===== src/rtl/cpu65_pkg.sv =====
// cpu65_pkg: shared vectors, reset-stretcher state type and parameter limits for the 6502 bus controller
package cpu65_pkg;

  // 6502 hardware vector low-byte addresses
  localparam logic [15:0] NMI_VEC_LO = 16'hFFFA;
  localparam logic [15:0] RES_VEC_LO = 16'hFFFC;
  localparam logic [15:0] IRQ_VEC_LO = 16'hFFFE;

  // Legal parameter ranges
  localparam int ADDR_W_MIN       = 1;
  localparam int ADDR_W_MAX       = 16;
  localparam int CLK_DIV_MIN      = 2;
  localparam int CLK_DIV_MAX      = 15;
  localparam int RESET_CYCLES_MIN = 1;
  localparam int RESET_CYCLES_MAX = 255;

  typedef enum logic {RST_HOLD, RST_RUN} rst_state_t;

  function automatic bit params_ok(int addr_w, int clk_div, int reset_cycles);
    return (addr_w >= ADDR_W_MIN) && (addr_w <= ADDR_W_MAX) &&
           (clk_div >= CLK_DIV_MIN) && (clk_div <= CLK_DIV_MAX) &&
           (reset_cycles >= RESET_CYCLES_MIN) && (reset_cycles <= RESET_CYCLES_MAX);
  endfunction

endpackage


===== src/rtl/cpu65_bus_ctrl_irq_sync.sv =====
// cpu65_irq_sync: 2-flop synchroniser for an active-low async line; EDGE=1 outputs a falling-edge pulse instead of the level
module cpu65_irq_sync #(
  parameter bit EDGE = 1'b0
) (
  input  logic i_clk,
  input  logic i_reset,
  input  logic i_async_n,
  output logic o_out
);

  logic r_s1, r_s2;

  // two-stage metastability filter, cleared to the inactive (high) level
  always_ff @(posedge i_clk)
    if (i_reset) {r_s1, r_s2} <= 2'b11;
    else {r_s2, r_s1} <= {r_s1, i_async_n};

  if (EDGE) begin : g_edge
    logic r_s3;
    // delayed copy of the synchronised level for falling-edge detection
    always_ff @(posedge i_clk)
      r_s3 <= i_reset ? 1'b1 : r_s2;
    assign o_out = r_s3 & ~r_s2;
  end else begin : g_level
    assign o_out = r_s2;
  end

endmodule


===== src/rtl/cpu65_bus_ctrl.sv =====
// cpu65_bus_ctrl: 6502 core to system bus bridge with clock-enable divider, RDY, NMI/IRQ sync and core reset stretcher.
// Optional macro CPU65_BUS_STATS_EN adds o_cycle_cnt / o_stall_cnt performance counters.
module cpu65_bus_ctrl
  import cpu65_pkg::*;
#(
  parameter int ADDR_W       = 13,
  parameter int CLK_DIV      = 3,
  parameter int RESET_CYCLES = 8
) (
  input  logic              i_clk,
  input  logic              i_reset,
  input  logic [15:0]       i_core_ab,
  input  logic [7:0]        i_core_do,
  input  logic              i_core_we,
  output logic [7:0]        o_core_di,
  output logic              o_core_clk_en,
  output logic              o_core_rdy,
  output logic              o_core_nmi,
  output logic              o_core_irq,
  output logic              o_core_reset,
  output logic [ADDR_W-1:0] o_bus_addr,
  output logic [7:0]        o_bus_dout,
  input  logic [7:0]        i_bus_din,
  output logic              o_bus_we,
  output logic              o_bus_re,
  input  logic              i_rdy_req,
  input  logic              i_nmi_n,
  input  logic              i_irq_n,
  output logic              o_stall
`ifdef CPU65_BUS_STATS_EN
  ,
  output logic [31:0]       o_cycle_cnt,
  output logic [31:0]       o_stall_cnt
`endif
);

  localparam logic [3:0] PH_LAST  = 4'(CLK_DIV - 1);
  localparam logic [3:0] PH_LOAD  = 4'(CLK_DIV - 2);
  localparam logic [7:0] RST_LAST = 8'(RESET_CYCLES - 1);

  if (!params_ok(ADDR_W, CLK_DIV, RESET_CYCLES)) begin : g_param_err
    $error("cpu65_bus_ctrl: ADDR_W, CLK_DIV or RESET_CYCLES out of range");
  end

  logic [3:0] r_ph;
  logic [7:0] r_core_di;
  logic       r_rdy_q;
  rst_state_t r_state;
  logic [7:0] r_rst_cnt;
  logic       r_nmi_pend;
  logic       w_ce;
  logic       w_nmi_fall;
  logic       w_irq_s;
  logic       w_vec_fetch;

  cpu65_irq_sync #(.EDGE(1'b1)) u_nmi_sync (
    .i_clk    (i_clk),
    .i_reset  (i_reset),
    .i_async_n(i_nmi_n),
    .o_out    (w_nmi_fall)
  );

  cpu65_irq_sync #(.EDGE(1'b0)) u_irq_sync (
    .i_clk    (i_clk),
    .i_reset  (i_reset),
    .i_async_n(i_irq_n),
    .o_out    (w_irq_s)
  );

  assign w_ce          = (r_ph == PH_LAST);
  assign o_core_clk_en = w_ce;
  assign o_core_reset  = (r_state == RST_HOLD);
  // RDY only halts reads; a write cycle always completes
  assign o_core_rdy    = ~(r_rdy_q & ~i_core_we);
  assign o_stall       = ~o_core_rdy;
  assign o_core_di     = r_core_di;
  assign o_core_nmi    = r_nmi_pend;
  assign o_core_irq    = ~w_irq_s;
  assign o_bus_addr    = i_core_ab[ADDR_W-1:0];
  assign o_bus_dout    = i_core_do;
  assign o_bus_we      = w_ce & i_core_we & ~o_core_reset;
  assign o_bus_re      = w_ce & ~i_core_we & ~o_core_reset;
  assign w_vec_fetch   = w_ce & (i_core_ab == NMI_VEC_LO) & ~i_core_we & o_core_rdy;

  // phase counter: core_clk_en fires on the last phase of each CPU cycle
  always_ff @(posedge i_clk)
    r_ph <= (i_reset || w_ce) ? 4'd0 : r_ph + 4'd1;

  // capture read data one clk before the core's enable edge
  always_ff @(posedge i_clk)
    if (i_reset) r_core_di <= 8'h00;
    else if (r_ph == PH_LOAD) r_core_di <= i_bus_din;

  // halt request register
  always_ff @(posedge i_clk)
    r_rdy_q <= i_reset ? 1'b0 : i_rdy_req;

  // reset stretcher: hold core in reset for RESET_CYCLES CPU cycles
  always_ff @(posedge i_clk)
    if (i_reset) begin
      r_state   <= RST_HOLD;
      r_rst_cnt <= 8'd0;
    end else if (r_state == RST_HOLD && w_ce) begin
      if (r_rst_cnt == RST_LAST) r_state <= RST_RUN;
      else r_rst_cnt <= r_rst_cnt + 8'd1;
    end

  // NMI latch: edge sets (wins over clear), vector fetch clears, edges during core reset dropped
  always_ff @(posedge i_clk)
    if (i_reset) r_nmi_pend <= 1'b0;
    else if (w_nmi_fall && !o_core_reset) r_nmi_pend <= 1'b1;
    else if (w_vec_fetch) r_nmi_pend <= 1'b0;

`ifdef CPU65_BUS_STATS_EN
  logic [31:0] r_cycle_cnt;
  logic [31:0] r_stall_cnt;

  assign o_cycle_cnt = r_cycle_cnt;
  assign o_stall_cnt = r_stall_cnt;

  // run-time and stall cycle counters, wrapping modulo 2^32
  always_ff @(posedge i_clk)
    if (i_reset) begin
      r_cycle_cnt <= 32'd0;
      r_stall_cnt <= 32'd0;
    end else if (w_ce) begin
      if (!o_core_reset) r_cycle_cnt <= r_cycle_cnt + 32'd1;
      if (!o_core_rdy) r_stall_cnt <= r_stall_cnt + 32'd1;
    end
`endif

endmodule


===== config.mk =====
export PLATFORM = sky130hd
export DESIGN_NAME = cpu65_bus_ctrl
export DESIGN_NICKNAME = d
export VERILOG_FILES = /design/src/rtl/cpu65_pkg.sv /design/src/rtl/cpu65_bus_ctrl_irq_sync.sv /design/src/rtl/cpu65_bus_ctrl.sv
export SDC_FILE = /design/constraint.sdc
export NUM_CORES = 1
export LEC_CHECK = 0
export CORE_MARGIN = 5
export CORE_UTILIZATION = 40
export CTS_BUF_LIST = sky130_fd_sc_hd__clkbuf_8
export CTS_CLUSTER_DIAMETER = 200
export DETAILED_ROUTE_END_ITERATION = 6
export PLACE_DENSITY = 0.83
export SYNTH_ARGS = -nofsm -noshare
export SYNTH_HDL_FRONTEND = slang
export SYNTH_HIERARCHICAL = 1
export SYNTH_SLANG_ARGS = --single-unit

===== constraint.sdc =====
create_clock -name i_clk -period 1.8 [get_ports i_clk]
set_input_delay 0.27 -clock i_clk [delete_from_list [all_inputs] [get_ports i_clk]]
set_output_delay 0.27 -clock i_clk [all_outputs]
set_load 0.01 [all_outputs]

# After elaboration in Yosys (flattened, before gate mapping)
# Index checks and enable logic that the tools add are counted.
# W data, S select, Z words.
# op_classes
add_sub_neg	2
eq_ne	4
muxes	2
bitwise	15
reduce_logical	6
# ops
operator	n
$eq A16 B16 Y1 const B	1
$and A1 B1 Y1	9
$add A8 B1 Y8 const B	1
$eq A8 B3 Y1 const B	1
$not A1 Y1	6
$add A4 B1 Y4 const B	1
$eq A4 B1 Y1 const B	1
$eq A4 B2 Y1 const B	1
$reduce_and A2 Y1	2
$logic_and A1 B1 Y1	2
$mux W1	2
$reduce_bool A2 Y1	1
$logic_or A1 B1 Y1	1
# word_totals
register_bits	28
elab_cells	40

# Logic depth before layout (Yosys ltp)
# Gate-level depths: netlist of the first run.
# logic_depth
ltp_word	6
mapped_depth	6
depth_no_buf	6

# Hierarchy
# Netlist of the first run, hierarchy kept.
# by_module_without_submodules
mod	instances	cells_each	area_per_inst_um2
cpu65_bus_ctrl	1	141	1214.9
cpu65_irq_sync at u_nmi_sync	1	7	85.1
cpu65_irq_sync at u_irq_sync	1	4	52.6

# Least setup slack after synthesis of the first run
# No wires, ideal clock.
# synth_path
kind	reg2reg
from	reg r_ph[0]
to	reg r_rst_cnt[2]
setup_ns	0.070
arrival_ns	1.447
setup_slack_ns	0.283
path_stages_with_launch	6
n_path_buf	0
synth_period_minus_slack_ns	1.517
path_cell_list	dfxtp_1 inv_1 ha_1 or4b_4 or3_1 a21oi_1
# synth_between
elab_chain_cells	3
# synth_lines
element	line	rtl
start: declaration	cpu65_bus_ctrl.sv:45	logic [3:0] r_ph;
start signal: assignment	cpu65_bus_ctrl.sv:87	r_ph <= (i_reset || w_ce) ? 4'd0 : r_ph + 4'd1;
$eq A4 B2 Y1	cpu65_bus_ctrl.sv:70	assign w_ce = (r_ph == PH_LAST);
$logic_and A1 B1 Y1	cpu65_bus_ctrl.sv:103	end else if (r_state == RST_HOLD && w_ce) begin
$reduce_and A2 Y1 (no line)	-	
end signal: assignment	cpu65_bus_ctrl.sv:105	else r_rst_cnt <= r_rst_cnt + 8'd1;
end: declaration	cpu65_bus_ctrl.sv:49	logic [7:0] r_rst_cnt;
# No other way between the ends.
# A chain may end at the register's enable or synchronous reset.

# Final worst setup path of the first run
# layout_path
from	in i_core_we
to	out o_stall
# layout_between
elab_chain_cells	2
# layout_lines
element	line	rtl
start: declaration	cpu65_bus_ctrl.sv:14	input logic i_core_we,
$not A1 Y1	cpu65_bus_ctrl.sv:74	assign o_core_rdy = ~(r_rdy_q & ~i_core_we);
$and A1 B1 Y1	cpu65_bus_ctrl.sv:74	
end: declaration	cpu65_bus_ctrl.sv:29	output logic o_stall
# No other way between the ends.

==> summary.md, run 1 <==
| Metric | Value |
|---|---|
| Run status | `finished, final reports clean` |
| Final #Nets | `238` |
| Initial DRT Pass Iterations | `3` |
| All-layer global routing usage | `0.1358` |
| I/O Buffers | `58` |
| Sequential area share after synthesis | `0.4144` |
| R2R depth | `4` |
| CTS tree | `yes` |
| Wirelength per Cell | `12.33 um` |
| Antenna Violating Nets Remaining | `0` |
| Cells after synthesis | `152` |
| H-tree depth | `1` |
| Post-DP HPWL | `about 2.3 mm` |
| Die height | `68.15 um` |
| Routed WL | `2.959 mm` |
| CTS Buffer Depth | `2` |
| Layout cells sized above 1 | `0.1082` |
| Root buffer cell | `clkbuf_8` |
| Maxcap violations | `0` |
| Most frequent cells in the layout | `clkdlybuf4s50_1, dfxtp_1, nand2_1, a21oi_1, nor2_1` |
| FMAX | `0.5727 GHz` |
| Initial Util | `0.4085` |
| Final instance area | `1897 sq um` |
| Final period utilization | `0.9701` |
| Post-synthesis register bit count | `28` |
| Die width | `around 68 um` |
| Slew Viols, Final | `0` |
| Worst setup margin | `0.05388 ns` |
| P per Cell Area | `738.7 nW/um^2` |
| Crit path kind | `input port to output port` |
| Critical path endpoint category | `output port` |
| Util after Layout | `0.5729` |
| Syn Area/Cell | `8.898 sq um` |
| Critical Path Start | `i_core_we` |
| RSZ-0062 raised after global routing | `false` |
| Pwr Total | `1.401 mW` |
| Clock transition at the registers of the reported paths | `roughly 0.08 ns` |
| R2R setup slack | `0.22 ns` |
| Area delta synth->final | `40.24%` |
| Hold Path End | `u_irq_sync/o_out` |
| Post-placement cell count | `between 200 and 250` |
| Relative slew slack | `0.7613` |
| Core area | `3311 sq um` |
| Cell Area, Synth | `1353 sq um` |
| Hold crit path type | `register to register` |
| Setup violations, final | `0` |
| Worst EP arrival | `1.48 ns` |
| Synth warn | `6` |
| Non-Filler Instances | `240` |
| Critical Path RT | `1.53 ns` |
| Commonest non-fill, non-tap cell in the layout | `clkdlybuf4s50_1` |
| Reg-to-reg startpoint | `r_ph[1]` |
| Worst Hold Margin | `0.4080 ns` |
| Leakage | `roughly 0.72 nW` |
| Slew @ Worst Pin | `0.3491 ns` |
| Max VDD drop | `558.5 uV` |
| GRT overflow | `0` |
| Library cells used by synthesis | `34` |
| Worst r2r dst | `r_rst_cnt[2]` |
| # IOs | `75` |
| Antenna diode count | `0` |
| Clk Latency, worst-skew pair | `about 0.27 ns` |
| Row count | `21` |
| HP Start | `u_irq_sync/r_s1` |
| Hold Vio Cnt, Final | `0` |
| Clock sink total | `28` |
| Setup TNS | `0 ns` |
| First-pass GRT wire length | `roughly 4.8 mm` |
| Final Wtd Congestion | `0.7091` |
| Die area | `4644 sq um` |
| Hold path depth | `1` |
| Antenna violations before repair | `0` |
| Vias in the first global route | `approximately 1200` |
| Total nets after synthesis | `194` |
| Crit start category | `input port` |
| Via-to-Cell Ratio | `about 4.7` |
| Total CTS buffers | `3` |
| Clock period minus final worst setup slack | `1.746 ns` |
| Drc violations | `0` |
| Via count | `1139` |
| Worst-case clock skew | `0.003949 ns` |
| Initial drt markers | `37` |
| Worst Path Max Fanout | `4` |
| Largest net degree at the start of global routing | `29` |
| Place WS | `0.02525 ns` |
| Post-DP Area | `1851 sq um` |
[power by group]
group	internal [mW]	total, mW	switching (mW)	leakage (nW)
Clock	0.150	0.330	0.180	0.0216
Combinational	0.210	0.376	0.166	0.467
Sequential	0.668	0.694	0.0270	0.230
[metal layers]
metal  GRT usage  wire length [um]  vias to the layer above
met3     0.05747               284                        8
met4     0.02730                30                        0
li1            -                 -                      573
met2      0.2539              1401                       49
met1      0.1398              1243                      509
met5           0                 0                        -
[logic make-up (layout without fill, tap and decap cells)]
kind of cell,after synthesis,in the layout,synth area share
and+or+nand+nor,62,62,0.2599
buffers and inverters,33,75,0.1563
DFF,28,28,0.4144
AOI/OAI and AO/OA,17,17,0.07955
xor gates and xnor gates,7,7,0.04533
adders and majority gates,4,4,0.03700
muxes,1,1,0.007401
[flip-flops by register name (all words and copies together) (netlist names)]
register / cells
o_core_di: 8
r_rst_cnt: 8
r_ph: 4
o_core_nmi: 1
r_rdy_q: 1
r_state: 1
u_irq_sync/o_out: 1
u_irq_sync/r_s1: 1
u_nmi_sync/g_edge.r_s3: 1
u_nmi_sync/r_s1: 1
u_nmi_sync/r_s2: 1
[synthesized netlist by cell type]
cell / instances / share of area
xnor2_1: 4 / 0.026
nor3_2: 2 / 0.015
nand4_1: 3 / 0.014
nand2_1: 20 / 0.056
nand3_1: 3 / 0.011
xor2_1: 3 / 0.019
o21ai_1: 1 / 0.0037
and3_2: 1 / 0.0056
inv_2: 1 / 0.0028
a21oi_1: 12 / 0.044
or4b_4: 1 / 0.010
nand4b_1: 3 / 0.019
dlymetal6s2s_1: 1 / 0.0092
a211oi_1: 1 / 0.0056
inv_1: 8 / 0.022
nor3_1: 5 / 0.018
nor2_1: 9 / 0.025
clkbuf_1: 2 / 0.0056
dfxtp_1: 28 / 0.41
buf_4: 21 / 0.12
o31ai_4: 1 / 0.016
or3_1: 2 / 0.0092
o21ai_0: 1 / 0.0037
a2111oi_0: 1 / 0.0065
or4_4: 1 / 0.0083
nor2b_1: 2 / 0.0092
mux2i_1: 1 / 0.0074
nor4_1: 1 / 0.0046
ha_1: 4 / 0.037
and2_1: 1 / 0.0046
nor4b_4: 1 / 0.018
nand2b_1: 1 / 0.0046
and3_1: 1 / 0.0046
or2_1: 5 / 0.023
[critical path, cell delays in order]
cell and delay, ns:
clkdlybuf4s50_1 0.45, nand2b_1 0.18, inv_1 0.06, clkdlybuf4s50_1 0.52
[layout make-up]
| cell class | count | area [sq um] |
|---|---|---|
| Timing Repair Buffer | 63 | 614.3 |
| Sequential cell | 28 | 564.3 |
| Clock buffer | 3 | 41.29 |
| Inverter | 9 | 33.78 |
| Fill cell | 311 | 1414 |
| Multi-Input combinational cell | 91 | 585.6 |
| Tap cell | 46 | 57.56 |
[worst max-delay path by stage]
| stage | end | slack [ns] | depth (start not counted) |
|---|---|---|---|
| 5_1_grt | o_stall | 0.0003 | 4 |
| 4_1_cts | o_bus_we | 0.04 | 6 |
| 6_report | o_stall | 0.05 | 4 |
| 3_3_place_gp | o_bus_we | 0.04 | 3 |
| 2_1_floorplan | r_rst_cnt[2] | 0.28 | 5 |
| 3_5_place_dp | o_bus_we | 0.03 | 3 |
[timing repair]
item / in CTS / in global routing
buffers inserted: 0 / 0
hold buffers: 0 / 0
cloned: 0 / 0
setup endpoints to repair: 3 / 2
gates resized for setup: 6 / 2
(Power assumes the default switching activity.)
==> run 2, diff against run 1 <==
--- a/config.mk
+++ b/config.mk
@@ -5,12 +5,14 @@
 export SDC_FILE = /design/constraint.sdc
 export NUM_CORES = 1
 export LEC_CHECK = 0
-export CORE_MARGIN = 5
+export CORE_MARGIN = 4
 export CORE_UTILIZATION = 40
 export CTS_BUF_LIST = sky130_fd_sc_hd__clkbuf_8
 export CTS_CLUSTER_DIAMETER = 200
+export CTS_CLUSTER_SIZE = 16
 export DETAILED_ROUTE_END_ITERATION = 6
 export PLACE_DENSITY = 0.83
+export SETUP_SLACK_MARGIN = 0.05
 export SYNTH_ARGS = -nofsm -noshare
 export SYNTH_HDL_FRONTEND = slang
 export SYNTH_HIERARCHICAL = 1
==> summary.md, run 2 (synthesis results as in run 1) <==
| Metric | Value |
|---|---|
| Crit start category | `register` |
| Worst-case clock skew | `0.001454 ns (-0.002495 ns)` |
| Slowest CP cell | `dfxtp_1` |
| Postcts setup bufs | `0 (unchanged)` |
| Leakage | `0.7515 nW (+4.7%)` |
| Met3 wire length | `173 um (-39%)` |
| Final Wtd Congestion | `0.7168 (+1.1%)` |
| Clk Latency, worst-skew pair | `0.27 ns (about the same)` |
| Setup violations, final | `0 (unchanged)` |
| Via-to-Cell Ratio | `4.541 (-4.3%)` |
| Hold path depth | `1 (unchanged)` |
| Slew Viols, Final | `0 (unchanged)` |
| Die width | `66.15 um (-2.9%)` |
| Critical Path RT | `1.53 ns (about the same)` |
| Crit path kind | `register to output port` |
| Highest routed layer | `met4` |
| Metal2 WL | `1.519 mm (+8.4%)` |
| First-pass GRT wire length | `4.636 mm (-4.3%)` |
| Initial Util | `0.4290 (+0.02043)` |
| Core area | `3153 sq um (-4.8%)` |
| Maxcap violations | `0 (unchanged)` |
| Clock transition at the registers of the reported paths | `0.09 ns (about the same)` |
| Clock period minus final worst setup slack | `1.697 ns (-0.04892 ns)` |
| Pwr Total | `1.556 mW (+11%)` |
| I/O Buffers | `58 (unchanged)` |
| P per Cell Area | `799.6 nW/um^2 (+8.2%)` |
| CTS Buffer Depth | `2 (unchanged)` |
| FMAX | `0.5892 GHz (+2.9%)` |
| CTS tree | `yes` |
| Area delta synth->final | `43.85%` |
| Wirelength per Cell | `11.86 um (-3.8%)` |
| Relative slew slack | `0.7480 (-0.01327)` |
| Max VDD drop | `729.9 uV (+31%)` |
| HP Start | `u_irq_sync/r_s1` |
| Antenna diode count | `0 (unchanged)` |
| Vias in the first global route | `1019 (-15%)` |
| Worst EP arrival | `1.43 ns (-0.05 ns)` |
| RSZ-0062 raised after global routing | `true` |
| Slowest stage delay, CP | `0.33 ns (-0.19 ns)` |
| Final #Nets | `241 (+1.3%)` |
| Worst Path Max Fanout | `3 (-1)` |
| Total CTS buffers | `3 (unchanged)` |
| All-layer global routing usage | `0.1344 (-0.001359)` |
| Most frequent cells in the layout | `clkdlybuf4s50_1, dfxtp_1, nand2_1, a21oi_1, nor2_1` |
| Delay-heaviest family, CP | `buffers and inverters` |
| Hold Path End | `u_irq_sync/o_out` |
| Hold crit path type | `register to register` |
| Slew @ Worst Pin | `0.3685 ns (+0.01940 ns)` |
| CP Cell Sequence | `inv_1, ha_2, nand2_2, inv_2, and3_2, dlygate4sd2_1` |
| Commonest non-fill, non-tap cell in the layout | `clkdlybuf4s50_1` |
| R2R depth | `4 (unchanged)` |
| Initial DRT Pass Iterations | `4 (+1)` |
| H-tree depth | `1 (unchanged)` |
| Largest net degree at the start of global routing | `17 (-41%)` |
| Reg-to-reg startpoint | `r_ph[1]` |
| GRT overflow | `0 (unchanged)` |
| Die area | `4376 sq um (-5.8%)` |
| Drc violations | `0 (unchanged)` |
| Root buffer cell | `clkbuf_8` |
| # IOs | `75 (unchanged)` |
| Initial drt markers | `16 (-57%)` |
| M1 wire length | `1.168 mm (-6.0%)` |
| Setup TNS | `0 ns (unchanged)` |
| Run status | `finished, final reports clean` |
| Row count | `20 (-4.8%)` |
| Antenna violations before repair | `0 (unchanged)` |
| Layout cells sized above 1 | `0.1162 (+0.007914)` |
| Via count | `1099 (-3.5%)` |
| Post-DP HPWL | `2.314 mm (+1.5%)` |
| Routed WL | `2.870 mm (-3.0%)` |
| Antenna Violating Nets Remaining | `0 (unchanged)` |
| R2R setup slack | `0.24 ns (+0.02 ns)` |
| Worst r2r dst | `r_rst_cnt[2]` |
| Clock sink total | `28 (unchanged)` |
| CP bufs+invs | `3 (unchanged)` |
| Hold Vio Cnt, Final | `0 (unchanged)` |
| Final period utilization | `0.9429 (-0.02718)` |
| Die height | `66.15 um (-2.9%)` |
| Critical path endpoint category | `output port` |
==> run 2: layout make-up <==
| cell class | count | area, sq um |
|---|---|---|
| repair buffers | 66 | 638.1 |
| clock buffers | 3 | 41.29 |
| multi-input cells | 91 | 585.6 |
| well taps | 44 | 55.05 |
| flip-flops and latches | 28 | 561.8 |
| clock inverters | 1 | 30.03 |
| inverters | 9 | 33.78 |
| fillers | 294 | 1207 |
==> run 2: report_power, final <==
group / internal [mW] / total, mW / switching, mW
clock network: 0.297 / 0.480 / 0.183
logic: 0.214 / 0.381 / 0.167
registers: 0.667 / 0.694 / 0.0275
==> run 2: worst max path at each step <==
stage / from / endpoint / slack [ns] / depth (start not counted)
final: r_ph[0] / o_bus_we / 0.10 / 6
after global routing: r_ph[0] / o_bus_we / 0.006 / 6
after CTS: r_ph[0] / o_bus_we / 0.02 / 6
after global placement: i_core_we / o_bus_we / 0.03 / 3
after floorplan: r_ph[0] / r_rst_cnt[2] / 0.28 / 5
after detailed placement: i_core_we / o_bus_re / 0.03 / 3
==> run 2: per-layer routing <==
layer / vias to the layer above / global-route usage
li1: 579 / -
met2: 22 / 0.2404
met3: 2 / 0.04762
met5: - / 0
met4: 0 / 0.02538
met1: 496 / 0.1533
==> run 2: what timing repair did <==
action                                  4_1_cts  5_1_grt
gates cloned                                  0        0
hold buffers                                  0        0
gates resized for setup                       5        3
endpoints found under the setup margin        4        2
endpoints found under the hold margin         0        0
pin swaps                                     0        0
==> run 2: stage by stage <==
stage | hold WS (ns) | cell area [sq um] | setup WS [ns] | instances | utilization
finish | 0.4139 | 1946 | 0.1028 | 242 | 0.6171
detailed placement | 0.3986 | 1871 | 0.03045 | 238 | 0.5933
global placement | 0.3874 | 1871 | 0.03334 | 238 | 0.5933
CTS | 0.4220 | 1938 | 0.01721 | 242 | 0.6147
global route | 0.4443 | 1946 | 0.006078 | 242 | 0.6171
floorplan | 0.3416 | 1353 | 0.2827 | 152 | -
==> run 3, diff against run 2 <==
--- a/config.mk
+++ b/config.mk
@@ -6,14 +6,13 @@
 export NUM_CORES = 1
 export LEC_CHECK = 0
 export CORE_MARGIN = 4
-export CORE_UTILIZATION = 40
+export CORE_UTILIZATION = 39
 export CTS_BUF_LIST = sky130_fd_sc_hd__clkbuf_8
 export CTS_CLUSTER_DIAMETER = 200
 export CTS_CLUSTER_SIZE = 16
 export DETAILED_ROUTE_END_ITERATION = 6
-export PLACE_DENSITY = 0.83
+export PLACE_DENSITY = 0.82
 export SETUP_SLACK_MARGIN = 0.05
 export SYNTH_ARGS = -nofsm -noshare
 export SYNTH_HDL_FRONTEND = slang
-export SYNTH_HIERARCHICAL = 1
 export SYNTH_SLANG_ARGS = --single-unit
==> summary.md, run 3 <==
| Metric | Value |
|---|---|
| Row count | `20 (unchanged)` |
| Reg-to-reg startpoint | `r_ph[0]` |
| Clock period minus final worst setup slack | `1.758 ns (+0.06103 ns)` |
| Slew Viols, Final | `0 (unchanged)` |
| Via-to-Cell Ratio | `4.875 (+7.3%)` |
| Drc violations | `0 (unchanged)` |
| Antenna violations before repair | `0 (unchanged)` |
| Top FF cell, synth | `dfxtp_1` |
| Final #Nets | `239 (-0.83%)` |
| Setup violations, final | `0 (unchanged)` |
| Final instance area | `1934 sq um (-0.58%)` |
| Largest cells by area after synthesis | `dfxtp_1, buf_4, nand2_1` |
| Initial drt markers | `13 (-3)` |
| Run status | `finished, final reports clean` |
| First-pass GRT wire length | `4.988 mm (+7.6%)` |
| Clock transition at the registers of the reported paths | `0.09 ns (about the same)` |
| All-layer global routing usage | `0.1458 (+0.01145)` |
| Wirelength per Cell | `12.51 um (+5.5%)` |
| CP Cell Sequence | `inv_2, ha_4, or3b_4, inv_2, and3_4, buf_6` |
| Synth async-reset ratio | `0 (unchanged)` |
| Delay-heaviest family, CP | `simple AND/OR/NAND/NOR gates` |
| Die height | `65.96 um (-0.29%)` |
| R2R setup slack | `0.07 ns (-0.17 ns)` |
| Hold Vio Cnt, Final | `0 (unchanged)` |
| Worst-case clock skew | `0.002858 ns (+0.001404 ns)` |
| Commonest non-fill, non-tap cell in the layout | `clkdlybuf4s50_1` |
| Total CTS buffers | `3 (unchanged)` |
| GRT overflow | `0 (unchanged)` |
| Critical path endpoint category | `output port` |
| Antenna Violating Nets Remaining | `0 (unchanged)` |
| Post-placement cell count | `236 (-0.84%)` |
| Initial DRT Pass Iterations | `4 (unchanged)` |
| Worst EP arrival | `1.49 ns (+0.06 ns)` |
| Place WS | `-0.1547 ns (-0.1852 ns)` |
| Root buffer cell | `clkbuf_8` |
| Share of the synthesized area in the top cell type | `0.4279 (+0.01346)` |
| Slowest stage delay, CP | `0.39 ns (+0.06 ns)` |
| P per Cell Area | `814.9 nW/um^2 (+1.9%)` |
| Clock sink total | `28 (unchanged)` |
| Commonest cells post-synth | `dfxtp_1, buf_4, nand2_1, a21oi_1, nor2_1` |
| Postcts setup bufs | `0 (unchanged)` |
| Critical Path Start | `r_ph[0]` |
| Largest net degree at the start of global routing | `22 (+5)` |
| CTS tree | `yes` |
| Clk Latency, worst-skew pair | `0.27 ns (about the same)` |
| Syn Area/Cell | `8.792 sq um (-1.2%)` |
| FMAX | `0.5688 GHz (-3.5%)` |
| Worst Path Max Fanout | `4 (+1)` |
| Die area | `4350 sq um (-0.59%)` |
| Synth warn | `0 (-6)` |
| H-tree depth | `1 (unchanged)` |
| Antenna diode count | `0 (unchanged)` |
| Layout cells sized above 1 | `0.1582 (+0.04200)` |
| Post-synth EDFFs | `0 (unchanged)` |
| Most common cell in the synthesized netlist | `dfxtp_1` |
| Slowest CP cell | `or3b_4` |
| Vias in the first global route | `1183 (+16%)` |
| Final Wtd Congestion | `0.6888 (-3.9%)` |
| Sequential area share after synthesis | `0.4279 (+0.01346)` |
| Library cells used by synthesis | `30 (-12%)` |
| Worst setup margin | `0.04178 ns (-0.06103 ns)` |
| Final period utilization | `0.9768 (+0.03390)` |
| Crit path kind | `register to output port` |
| HP Start | `u_irq_sync.r_s1` |
| Via count | `1170 (+6.5%)` |
| Max VDD drop | `582.8 uV (-20%)` |
| Total nets after synthesis | `191 (-1.5%)` |
| Area delta synth->final | `47.66%` |
| Initial Util | `0.4188 (-0.01017)` |
| Die width | `65.96 um (-0.29%)` |
| Relative slew slack | `0.6906 (-0.05742)` |
| Area leader, netlist | `dfxtp_1` |
| CP bufs+invs | `3 (unchanged)` |
| Critical Path RT | `1.53 ns (about the same)` |
| CTS Buffer Depth | `2 (unchanged)` |
| Core area | `3128 sq um (-0.79%)` |
| Crit start category | `register` |
| Most frequent cells in the layout | `clkdlybuf4s50_1, dfxtp_1, nand2_1, a21oi_1, buf_4` |
| Cells after synthesis | `149 (-2.0%)` |
| Cell Area, Synth | `1310 sq um (-3.1%)` |
| Leakage | `0.7391 nW (-1.6%)` |
| Non-Filler Instances | `240 (-0.83%)` |
| Hold_buf cts | `0 (unchanged)` |
| Maxcap violations | `0 (unchanged)` |
| Routed WL | `3.003 mm (+4.6%)` |
| Post-DP HPWL | `2.426 mm (+4.8%)` |
| RSZ-0062 raised after global routing | `true` |
| Hold crit path type | `register to register` |
| Most common cell on crit path | `inv_2` |
| Post-DP Area | `1863 sq um (-0.40%)` |
| # IOs | `75 (unchanged)` |
| I/O Buffers | `58 (unchanged)` |
| Post-synthesis register bit count | `28 (unchanged)` |
| Slew @ Worst Pin | `0.4629 ns (+0.09444 ns)` |
run 3: logic make-up (layout without fill, tap and decap cells):
kind of cell	count (synthesis)	after routing	share of synthesized area
AO/OA/AOI/OAI	16	16	0.07641
XOR/XNOR	7	7	0.04680
adder cells (fa/ha/maj)	4	4	0.03821
buffers and inverters	31	78	0.1490
flip-flops	28	28	0.4279
multiplexers	1	1	0.007641
AND/OR/NAND/NOR	62	62	0.2541
run 3: final cells by class:
class	count	area [sq um]
inverter	6	22.52
clock inverter	1	30.03
sequential	28	563.0
tap	44	55.05
clock buffer	3	41.29
timing repair buffer	68	650.6
fill	258	1194
multi-input combinational	90	571.8
run 3: final timing paths:
kind / endpoint / cells after the start
max: o_bus_we / 6
max reg2reg: o_core_nmi / 6
min reg2reg: u_irq_sync.o_out / 1
min: u_irq_sync.o_out / 1
run 3: timing repair:
| item | 4_1_cts | 5_1_grt |
|---|---|---|
| resized for setup | 14 | 4 |
| pin swaps | 1 | 1 |
| endpoints found under the setup margin | 6 | 5 |
| gates cloned | 0 | 0 |
run 3: worst reg2reg max path: cells and delay by family (launching register included):
| kind | cells | cell delay (ns) |
|---|---|---|
| adder cells (fa/ha/maj) | 1 | 0.11 |
| buffers and inverters | 1 | 0.06 |
| AO/OA/AOI/OAI | 2 | 0.30 |
| AND/OR/NAND/NOR | 2 | 0.82 |
| flip-flops | 1 | 0.33 |
run 3: routing by layer:
metal  vias up  track usage  part of all wire
met5         -            0                 0
met4         0      0.08883             0.032
met3         8      0.02891             0.063
met2        41       0.2666              0.52
met1       547       0.1513              0.39
li1        574            -                 -
run 3: through the flow:
step | power (mW) | hold slack (ns) | util | TNS (ns)
2_1_floorplan | 0.9166 | 0.3738 | - | -0.0009124
3_3_place_gp | 1.092 | 0.3929 | 0.5956 | -0.2777
3_5_place_dp | 1.110 | 0.3941 | 0.5956 | -0.3315
4_1_cts | 1.594 | 0.4173 | 0.6128 | 0
5_1_grt | 1.669 | 0.4323 | 0.6184 | -0.06907
6_report | 1.576 | 0.4145 | 0.6184 | 0
run 3: report_power, final:
| part | switching, mW | internal [mW] |
|---|---|---|
| Combinational | 0.168 | 0.230 |
| Sequential | 0.0290 | 0.668 |
| Clock | 0.185 | 0.298 |
| Total | 0.381 | 1.19 |
